==> config.mk <==
export PLATFORM = sky130hd
export DESIGN_NAME = muldiv_ctrl
export DESIGN_NICKNAME = d
export VERILOG_FILES = /design/src/rtl/muldiv_pkg.sv /design/src/rtl/muldiv_datapath.sv /design/src/rtl/muldiv_ctrl.sv
export SDC_FILE = /design/constraint.sdc
export NUM_CORES = 1
export LEC_CHECK = 0
export ABC_AREA = 1
export CAP_MARGIN = 30
export CORE_ASPECT_RATIO = 0.5
export CORE_MARGIN = 2
export CORE_UTILIZATION = 57
export DETAILED_ROUTE_END_ITERATION = 8
export PLACE_DENSITY = 0.85
export SLEW_MARGIN = 40
export SYNTH_ARGS = -nofsm -noshare
export SYNTH_HDL_FRONTEND = slang
export SYNTH_SLANG_ARGS = --single-unit
==> constraint.sdc <==
create_clock -name clk -period 2.51 [get_ports clk]
set_clock_uncertainty 0.05 [all_clocks]
set_input_delay 0.3765 -clock clk [delete_from_list [all_inputs] [get_ports clk]]
set_output_delay 0.3765 -clock clk [all_outputs]
set_load 0.01 [all_outputs]
==> src/rtl/muldiv_pkg.sv <==
// muldiv_pkg: shared constants and types for the multiply/divide sequencer.
// Holds the op encoding, the sequencer state enum and the default width.
package muldiv_pkg;

  localparam int WIDTH_DEFAULT = 16;

  localparam logic OP_MUL = 1'b0;
  localparam logic OP_DIV = 1'b1;

  typedef enum logic [1:0] {
    IDLE = 2'd0,
    RUN  = 2'd1,
    DONE = 2'd2
  } muldiv_state_t;

endpackage

==> src/rtl/muldiv_datapath.sv <==
// muldiv_datapath: shift-add multiplier / restoring divider working registers.
// Ports: clk, reset (sync, high); load/step/op controls; a, b operands;
// res_hi/res_lo/res_dbz = result of the register state after this cycle.
module muldiv_datapath
  import muldiv_pkg::*;
#(
  parameter int WIDTH = WIDTH_DEFAULT
) (
  input  logic             clk,
  input  logic             reset,
  input  logic             load,
  input  logic             step,
  input  logic             op,
  input  logic [WIDTH-1:0] a,
  input  logic [WIDTH-1:0] b,
  output logic [WIDTH-1:0] res_hi,
  output logic [WIDTH-1:0] res_lo,
  output logic             res_dbz
);

  logic               op_q, op_d;
  logic [WIDTH-1:0]   a_q, a_d;
  logic [WIDTH-1:0]   b_q, b_d;
  logic [2*WIDTH-1:0] p_q, p_d;
  // Remainder is always < b after a restore, so its top bit is
  // always zero between steps; only the shifted copy needs W+1 bits.
  logic [WIDTH-1:0]   r_q, r_d;
  logic [WIDTH-1:0]   q_q, q_d;

  logic [WIDTH:0]     sum;
  logic [WIDTH:0]     r_sh;
  logic [WIDTH+1:0]   diff;

  always_comb begin
    op_d = op_q;
    a_d  = a_q;
    b_d  = b_q;
    p_d  = p_q;
    r_d  = r_q;
    q_d  = q_q;
    sum  = '0;
    r_sh = '0;
    diff = '0;
    if (load) begin
      op_d = op;
      a_d  = a;
      b_d  = b;
      p_d  = {{WIDTH{1'b0}}, a};
      r_d  = '0;
      q_d  = a;
    end else if (step) begin
      if (op_q == OP_MUL) begin
        // Carry out of the upper half is shifted back in.
        sum = {1'b0, p_q[2*WIDTH-1:WIDTH]}
            + (p_q[0] ? {1'b0, b_q} : '0);
        p_d = {sum, p_q[WIDTH-1:1]};
      end else begin
        r_sh = {r_q, q_q[WIDTH-1]};
        diff = {1'b0, r_sh} - {2'b00, b_q};
        q_d  = {q_q[WIDTH-2:0], ~diff[WIDTH+1]};
        if (!diff[WIDTH+1]) begin
          r_d = diff[WIDTH-1:0];
        end else begin
          r_d = r_sh[WIDTH-1:0];
        end
      end
    end
  end

  // Result is taken from the next-state values so the controller
  // can capture it on the same edge as the final step.
  always_comb begin
    res_hi  = p_d[2*WIDTH-1:WIDTH];
    res_lo  = p_d[WIDTH-1:0];
    res_dbz = 1'b0;
    if (op_q == OP_DIV) begin
      if (b_q == '0) begin
        res_hi  = a_q;
        res_lo  = '1;
        res_dbz = 1'b1;
      end else begin
        res_hi  = r_d;
        res_lo  = q_d;
      end
    end
  end

  always_ff @(posedge clk) begin
    if (reset) begin
      op_q <= OP_MUL;
      a_q  <= '0;
      b_q  <= '0;
      p_q  <= '0;
      r_q  <= '0;
      q_q  <= '0;
    end else begin
      op_q <= op_d;
      a_q  <= a_d;
      b_q  <= b_d;
      p_q  <= p_d;
      r_q  <= r_d;
      q_q  <= q_d;
    end
  end

endmodule

==> src/rtl/muldiv_ctrl.sv <==
// muldiv_ctrl: multi-cycle MUL/DIV sequencer owning the HI/LO registers.
// Ports: clk, reset (sync, high); start/op/a/b request; busy, done,
// hi, lo, div_by_zero results (all registered).
module muldiv_ctrl
  import muldiv_pkg::*;
#(
  parameter int WIDTH = WIDTH_DEFAULT
) (
  input  logic             clk,
  input  logic             reset,
  input  logic             start,
  input  logic             op,
  input  logic [WIDTH-1:0] a,
  input  logic [WIDTH-1:0] b,
  output logic             busy,
  output logic             done,
  output logic [WIDTH-1:0] hi,
  output logic [WIDTH-1:0] lo,
  output logic             div_by_zero
);

  localparam int CW = (WIDTH > 2) ? $clog2(WIDTH) : 1;

  muldiv_state_t    state_q, state_d;
  logic [CW-1:0]    cnt_q, cnt_d;
  logic [WIDTH-1:0] hi_q, hi_d;
  logic [WIDTH-1:0] lo_q, lo_d;
  logic             dbz_q, dbz_d;

  logic             load;
  logic             step;
  logic [WIDTH-1:0] res_hi;
  logic [WIDTH-1:0] res_lo;
  logic             res_dbz;

  muldiv_datapath #(
    .WIDTH(WIDTH)
  ) u_dp (
    .clk    (clk),
    .reset  (reset),
    .load   (load),
    .step   (step),
    .op     (op),
    .a      (a),
    .b      (b),
    .res_hi (res_hi),
    .res_lo (res_lo),
    .res_dbz(res_dbz)
  );

  always_comb begin
    state_d = state_q;
    cnt_d   = cnt_q;
    hi_d    = hi_q;
    lo_d    = lo_q;
    dbz_d   = dbz_q;
    load    = 1'b0;
    step    = 1'b0;
    unique case (state_q)
      IDLE: begin
        if (start) begin
          load    = 1'b1;
          cnt_d   = CW'(WIDTH - 1);
          state_d = RUN;
        end
      end
      RUN: begin
        step = 1'b1;
        if (cnt_q == '0) begin
          hi_d    = res_hi;
          lo_d    = res_lo;
          dbz_d   = res_dbz;
          state_d = DONE;
        end else begin
          cnt_d = cnt_q - CW'(1);
        end
      end
      DONE: begin
        if (start) begin
          load    = 1'b1;
          cnt_d   = CW'(WIDTH - 1);
          state_d = RUN;
        end else begin
          state_d = IDLE;
        end
      end
      default: state_d = IDLE;
    endcase
  end

  always_ff @(posedge clk) begin
    if (reset) begin
      state_q <= IDLE;
      cnt_q   <= '0;
      hi_q    <= '0;
      lo_q    <= '0;
      dbz_q   <= 1'b0;
    end else begin
      state_q <= state_d;
      cnt_q   <= cnt_d;
      hi_q    <= hi_d;
      lo_q    <= lo_d;
      dbz_q   <= dbz_d;
    end
  end

  assign busy        = (state_q == RUN);
  assign done        = (state_q == DONE);
  assign hi          = hi_q;
  assign lo          = lo_q;
  assign div_by_zero = dbz_q;

endmodule

# After elaboration in Yosys (flattened, before gate mapping)
# Index checks and enable logic that the tools add are counted.
totals:
  regBits: 136
  input_bits: 36
  output_inout_bits: 35
  elab_cells: 56
classes:
  addsub: 3
  eq_ne: 6
  muxes: 27
  n_bitwise: 1
  reduce_logical: 8
ops:
  columns: ["op", "count"]
  rows:
  - ["two-way mux 16 bit", 12]
  - ["two-way mux 32 bit", 3]
  - ["subtractor 17 x 16 -> 18 bit", 1]
  - ["adder 16 x 17 -> 17 bit", 1]
  - ["logical NOT 16 bit", 1]
  - ["two-way mux 4 bit", 2]
  - ["one-hot mux 4 bit (2 select lines)", 1]
  - ["two-way mux 1 bit", 6]
  - ["one-hot mux 2 bit (3 select lines)", 1]
  - ["logical NOT 4 bit", 1]
  - ["two-way mux 2 bit", 2]
  - ["inequality test 2 x 1 -> 1 bit (second input constant)", 2]
  - ["inequality test 2 bit (second input constant)", 2]
  - ["AND reduction 2 bit", 2]
  - ["subtractor 4 x 1 -> 4 bit (second input constant)", 1]
  - ["AND reduction 3 bit", 1]
  - ["== test 2 x 1 -> 1 bit (second input constant)", 1]
  - ["== test 2 bit (second input constant)", 1]
  - ["logical NOT 2 bit", 1]
  - ["nonzero test 2 bit", 1]
  - ["OR reduction 2 bit", 1]
  - ["inverter 1 bit", 1]

# Logic depth before layout (Yosys ltp)
logic_depth:
  word_depth: 7
  depth_mapped: 20
  mapped_depth_nobuf: 19

# Modules after synthesis
# A second synthesis with hierarchy kept.
hier_totals:
  cells_unflattened: 1178
  area_unflattened_um2: 7953.9
modules_own_cells:
  columns: ["module", "instances", "cells_per_inst", "area_each_um2", "seq_area_each_um2"]
  rows:
  - ["muldiv_datapath", 1, 991, 6283.5, 1941.9]
  - ["muldiv_ctrl", 1, 187, 1670.4, 780.7]

# Worst setup path after synthesis
# OpenSTA, ideal clock, no wires.
synth_timing:
  path_type: "reg-to-reg"
  start: "register u_dp.p_q[0]"
  end: "register hi_q[13] (netlist: hi[13])"
  setup_time_ps: 109
  t_arrival_ps: 2114
  required_ps: 2351
  slack_ps: 237
  path_stages_with_launch: 21
  path_buffers: 1
  period_less_slack_ps: 2273
  cell_sequence: "dfxtp_1 > clkbuf_1 > nand2_1 > inv_1 > ha_1 > inv_1 > fa_1 > inv_1 > nand3_1 > nand2_1 > nand3_1 > nand2_1 > nand2_1 > nand2_1 > nand2_1 > nand2_1 > nand2_1 > nand3_1 > nand3_1 > nand2_1 > inv_1"
synth_between:
  elab_chain_cells: 6
synth_lines:
  columns: ["item", "line", "rtl"]
  rows:
  - ["start: declaration", "muldiv_datapath.sv:24", "logic [2*WIDTH-1:0] p_q, p_d;"]
  - ["start signal: assignment", "muldiv_datapath.sv:100", "p_q <= p_d;"]
  - ["two-way mux 16 bit", "muldiv_datapath.sv:55", "+ (p_q[0] ? {1'b0, b_q} : '0);"]
  - ["adder 16 x 17 -> 17 bit", "muldiv_datapath.sv:55", null]
  - ["two-way mux 32 bit", "muldiv_datapath.sv:52", "if (op_q == OP_MUL) begin"]
  - ["two-way mux 32 bit", "muldiv_datapath.sv:51", "end else if (step) begin"]
  - ["two-way mux 32 bit", "muldiv_datapath.sv:44", "if (load) begin"]
  - ["two-way mux 16 bit", "muldiv_datapath.sv:76", "if (op_q == OP_DIV) begin"]
  - ["end signal: assignment", "muldiv_ctrl.sv:101", "hi_q <= hi_d;"]
  - ["end: declaration", "muldiv_ctrl.sv:26", "logic [WIDTH-1:0] hi_q, hi_d;"]
# Every way passes these cells.
# A chain may end at the register's enable or synchronous reset.

# Worst setup path in the final report
layout_timing:
  start: "register u_dp.b_q[3]"
  end: "register hi_q[12] (netlist: hi[12])"
layout_between:
  elab_chain_cells: 7
  elab_cells_between_ends: 13
  classes_between: "add/sub: 2; mux: 10; reduce/logical: 1"
layout_lines:
  columns: ["item", "line", "rtl"]
  rows:
  - ["start: declaration", "muldiv_datapath.sv:23", "logic [WIDTH-1:0] b_q, b_d;"]
  - ["start signal: assignment", "muldiv_datapath.sv:92", "b_q <= '0;"]
  - ["start signal: assignment", "muldiv_datapath.sv:99", "b_q <= b_d;"]
  - ["subtractor 17 x 16 -> 18 bit", "muldiv_datapath.sv:59", "diff = {1'b0, r_sh} - {2'b00, b_q};"]
  - ["two-way mux 16 bit", "muldiv_datapath.sv:61", "if (!diff[WIDTH+1]) begin"]
  - ["two-way mux 16 bit", "muldiv_datapath.sv:52", null]
  - ["two-way mux 16 bit", "muldiv_datapath.sv:51", null]
  - ["two-way mux 16 bit", "muldiv_datapath.sv:44", null]
  - ["two-way mux 16 bit", "muldiv_datapath.sv:77", "if (b_q == '0) begin"]
  - ["two-way mux 16 bit *", "muldiv_datapath.sv:76", null]
# Mark *: on every way between the ends. The rest lies on a longest branch, timed or not.

==> out/metrics.yaml <==
run_status: "complete, no violations"
die_area_sq_um: 15000
worstHoldPathType: "input pin to flip-flop"
final-max-slew-violation-count: 0
grtUsageTotal_pct: 33.1
period_share_pct: 95.6
critPathArrivalTime_ns: 2.67
stdcell_count: 1430
synth_edf_count: 0
combPwrFrac_pct: 22.6
setup_ws_ns: 0.110
rows: 30
ant_nets: 0
p_total_mw: 6.31
die_w_um: 171
numCtsBuffers: 17
ys_seq_area_share_pct: 34.2
critPathTopFamily: "simple AND/OR/NAND/NOR gates"
antenna_found_initial: 0
num_vias: 8181
finalWirelength_um: 23800
cts-htree-levels: 4
worst_slew_pin_slew_ns: 0.730
finalHoldViolations: 0
port-buffer-count: 70
drive_gt1_share_pct: 9.05
synth_area_leader_cell: "dfxtp_1"
hold_ws_ns: 0.410
cap_violations: 0
yosysTopAreaCellShare_pct: 34.2
gp_congestion: 0.926
crit_buf_inv: 4
ioPinCount: 71
synthesis.nets: 1240
hold_buffers: 0
cts_root_buffer: "clkbuf_16"
max_freq_mhz: 417
intPower_mw: 4.27
critical_path.max_stage_delay_ns: 0.37
synth-warning-count: 0
power_density_nw_per_um2: 666
power_frac_clock_pct: 39.1
synth_cell_types: 40
placedCellCount: 1391
cts_tree: "done"
min_period_ns: 2.40
synthFlopType: "dfxtp_1"
initial_core_util_pct: 58.7
crit_fanout: 16
cts_sinks: 136
syn-mean-instance-area_sq_um: 6.82
clk_latency_ns: 0.43
setup.worst_path.start_class: "flip-flop"
die_y_um: 87.6
dp_slack_ns: -0.0525
hpwl_um: 16600
synth.cell_area_sq_um: 7970
setup_viol: 0
p_sw_share_pct: 32.4
core-area_sq_um: 13600
viasPerCell: 5.72
drtIter0Drc: 907
slowest_stage: "dfxtp_1"
grt_max_degree: 91
switchingPower_mw: 2.04
path_cells: "inv_1, ha_1, nand2_1, inv_1, nand2_1, nand2_1, nand2_1, nand3_2, nand2_8, nand2_8, buf_4, nand3_1, nand2_1, nand3_1, nand3_1, nand2_1, inv_1"
end_kind: "flip-flop"
antenna_cells: 0
p_leak_nw: 4.26
netlist_instances: 1168
nets: 1297
grt_pass1_vias: 7723
post_drt_wl_per_cell_um: 16.7
crit_top_cell: "nand2_1"
synth-async-reset-ratio_pct: 0
max-clock-path-buffers: 2
drc: 0
fin_tns_setup_ns: 0
relSlewSlack_pct: 51.3
drtPass1Iterations: 6
seq_power_share_pct: 38.3
peakVddDrop_mv: 0.486
grt_pass1_wl_um: 38600
crit_type: "flip-flop to flip-flop"
synth.area.top_cells: "dfxtp_1 (34%), nand2_1 (12%), a21oi_1 (6.7%)"
area_growth_pct: 18.9
grt_overflow: 0
clk_pin_slew_ns: 0.07
yosys_register_bits: 136
worstPathRequired_ns: 2.78
-- sequential cells by signal (all words and copies together), names as in the netlist, 2 cells and up --
register / cells
u_dp.q_q: 16
u_dp.b_q: 16
lo: 16
u_dp.p_q: 32
u_dp.a_q: 16
hi: 16
u_dp.r_q: 16
state_q: 2
cnt_q: 4
-- per-layer routing --
| layer | track usage, % | routed length [um] | vias up |
|---|---|---|---|
| met4 | 12.2 | 625 | 0 |
| li1 | - | - | 3950 |
| met1 | 45.8 | 10800 | 3783 |
| met5 | 0 | 0 | - |
| met3 | 6.24 | 1970 | 55 |
| met2 | 52.1 | 10400 | 393 |
-- cell usage after synthesis (3+ instances only) --
| cell | n |
|---|---|
| o21ai_1 | 18 |
| ha_1 | 34 |
| inv_2 | 7 |
| nor2_2 | 3 |
| nand3_1 | 85 |
| xor2_1 | 5 |
| nand3_2 | 6 |
| nand4_1 | 12 |
| a21oi_1 | 107 |
| xnor2_1 | 10 |
| dfxtp_1 | 136 |
| nor2_1 | 133 |
| o21a_1 | 34 |
| nand3b_1 | 8 |
| nand2_2 | 6 |
| a22o_1 | 15 |
| buf_2 | 23 |
| a21oi_2 | 8 |
| o21ai_0 | 92 |
| inv_1 | 121 |
| buf_6 | 8 |
| and2_1 | 4 |
| nand2_1 | 248 |
| clkbuf_1 | 23 |
-- cells in the final DEF (no fill, tap or decap), drive strengths merged, types with 18 or more instances in the layout --
cell,instances
nand2,256
nor2,139
dfxtp,136
inv,135
a21oi,117
o21ai,111
nand3,91
clkdlybuf4s50,69
o21a,34
ha,34
buf,27
clkbuf,18
-- tightest hold or removal path: stages --
cell	delay [ns]
buf_2	0.10
inv_1	0.18
o21ai_0	0.14
a31oi_1	0.05
-- power groups by stage --
stage	clock network, mW	registers, mW	logic, mW
6_report	2.47	2.42	1.42
5_1_grt	2.58	2.43	1.57
4_1_cts	2.48	2.41	1.36
3_5_place_dp	0	2.46	1.34
3_3_place_gp	0	2.45	1.32
2_1_floorplan	0	2.44	0.948
-- per-stage QoR --
step | instance area (sq um) | utilization (%)
2_1_floorplan | 7970 | -
3_3_place_gp | 8780 | 64.6
3_5_place_dp | 8780 | 64.7
4_1_cts | 9370 | 68.9
5_1_grt | 9480 | 69.7
6_report | 9480 | 69.7
-- layout make-up --
type,count,area (sq um)
Clock buffer,18,429
Clock inverter,14,138
Fill cell,1158,4110
Inverter,128,480
Multi-Input combinational cell,846,4510
Sequential cell,136,2730
Tap cell,192,240
Timing Repair Buffer,96,948
-- final timing paths --
path / startpoint / endpoint / slack [ns] / cells after the start
worst max-delay path: u_dp.b_q[3]$_SDFFE_PP0P_ / hi[12]$_SDFFE_PP0P_ / 0.11 / 17
worst min-delay path: reset / cnt_q[1]$_SDFFE_PP0P_ / 0.41 / 4
worst max register to register: u_dp.b_q[3]$_SDFFE_PP0P_ / hi[12]$_SDFFE_PP0P_ / 0.11 / 17
worst min register to register: u_dp.a_q[14]$_SDFFE_PP0P_ / u_dp.a_q[14]$_SDFFE_PP0P_ / 0.42 / 2
-- timing repair --
item                                    CTS  global route
gates resized for setup                   2            15
endpoints found under the setup margin    8            30
setup buffers                             0             7
pin swaps                                 1             1
-- cells by family after synthesis --
kind of cell / after synthesis / share of synthesized area (%)
DFF: 136 / 34.2
and+or+nand+nor: 514 / 28.0
AOI/OAI and AO/OA: 281 / 20.2
buffers and inverters: 186 / 10.1
xor gates and xnor gates: 15 / 1.65
adders and majority gates: 36 / 5.84
No activity file was read; power rests on OpenSTA's default activity.
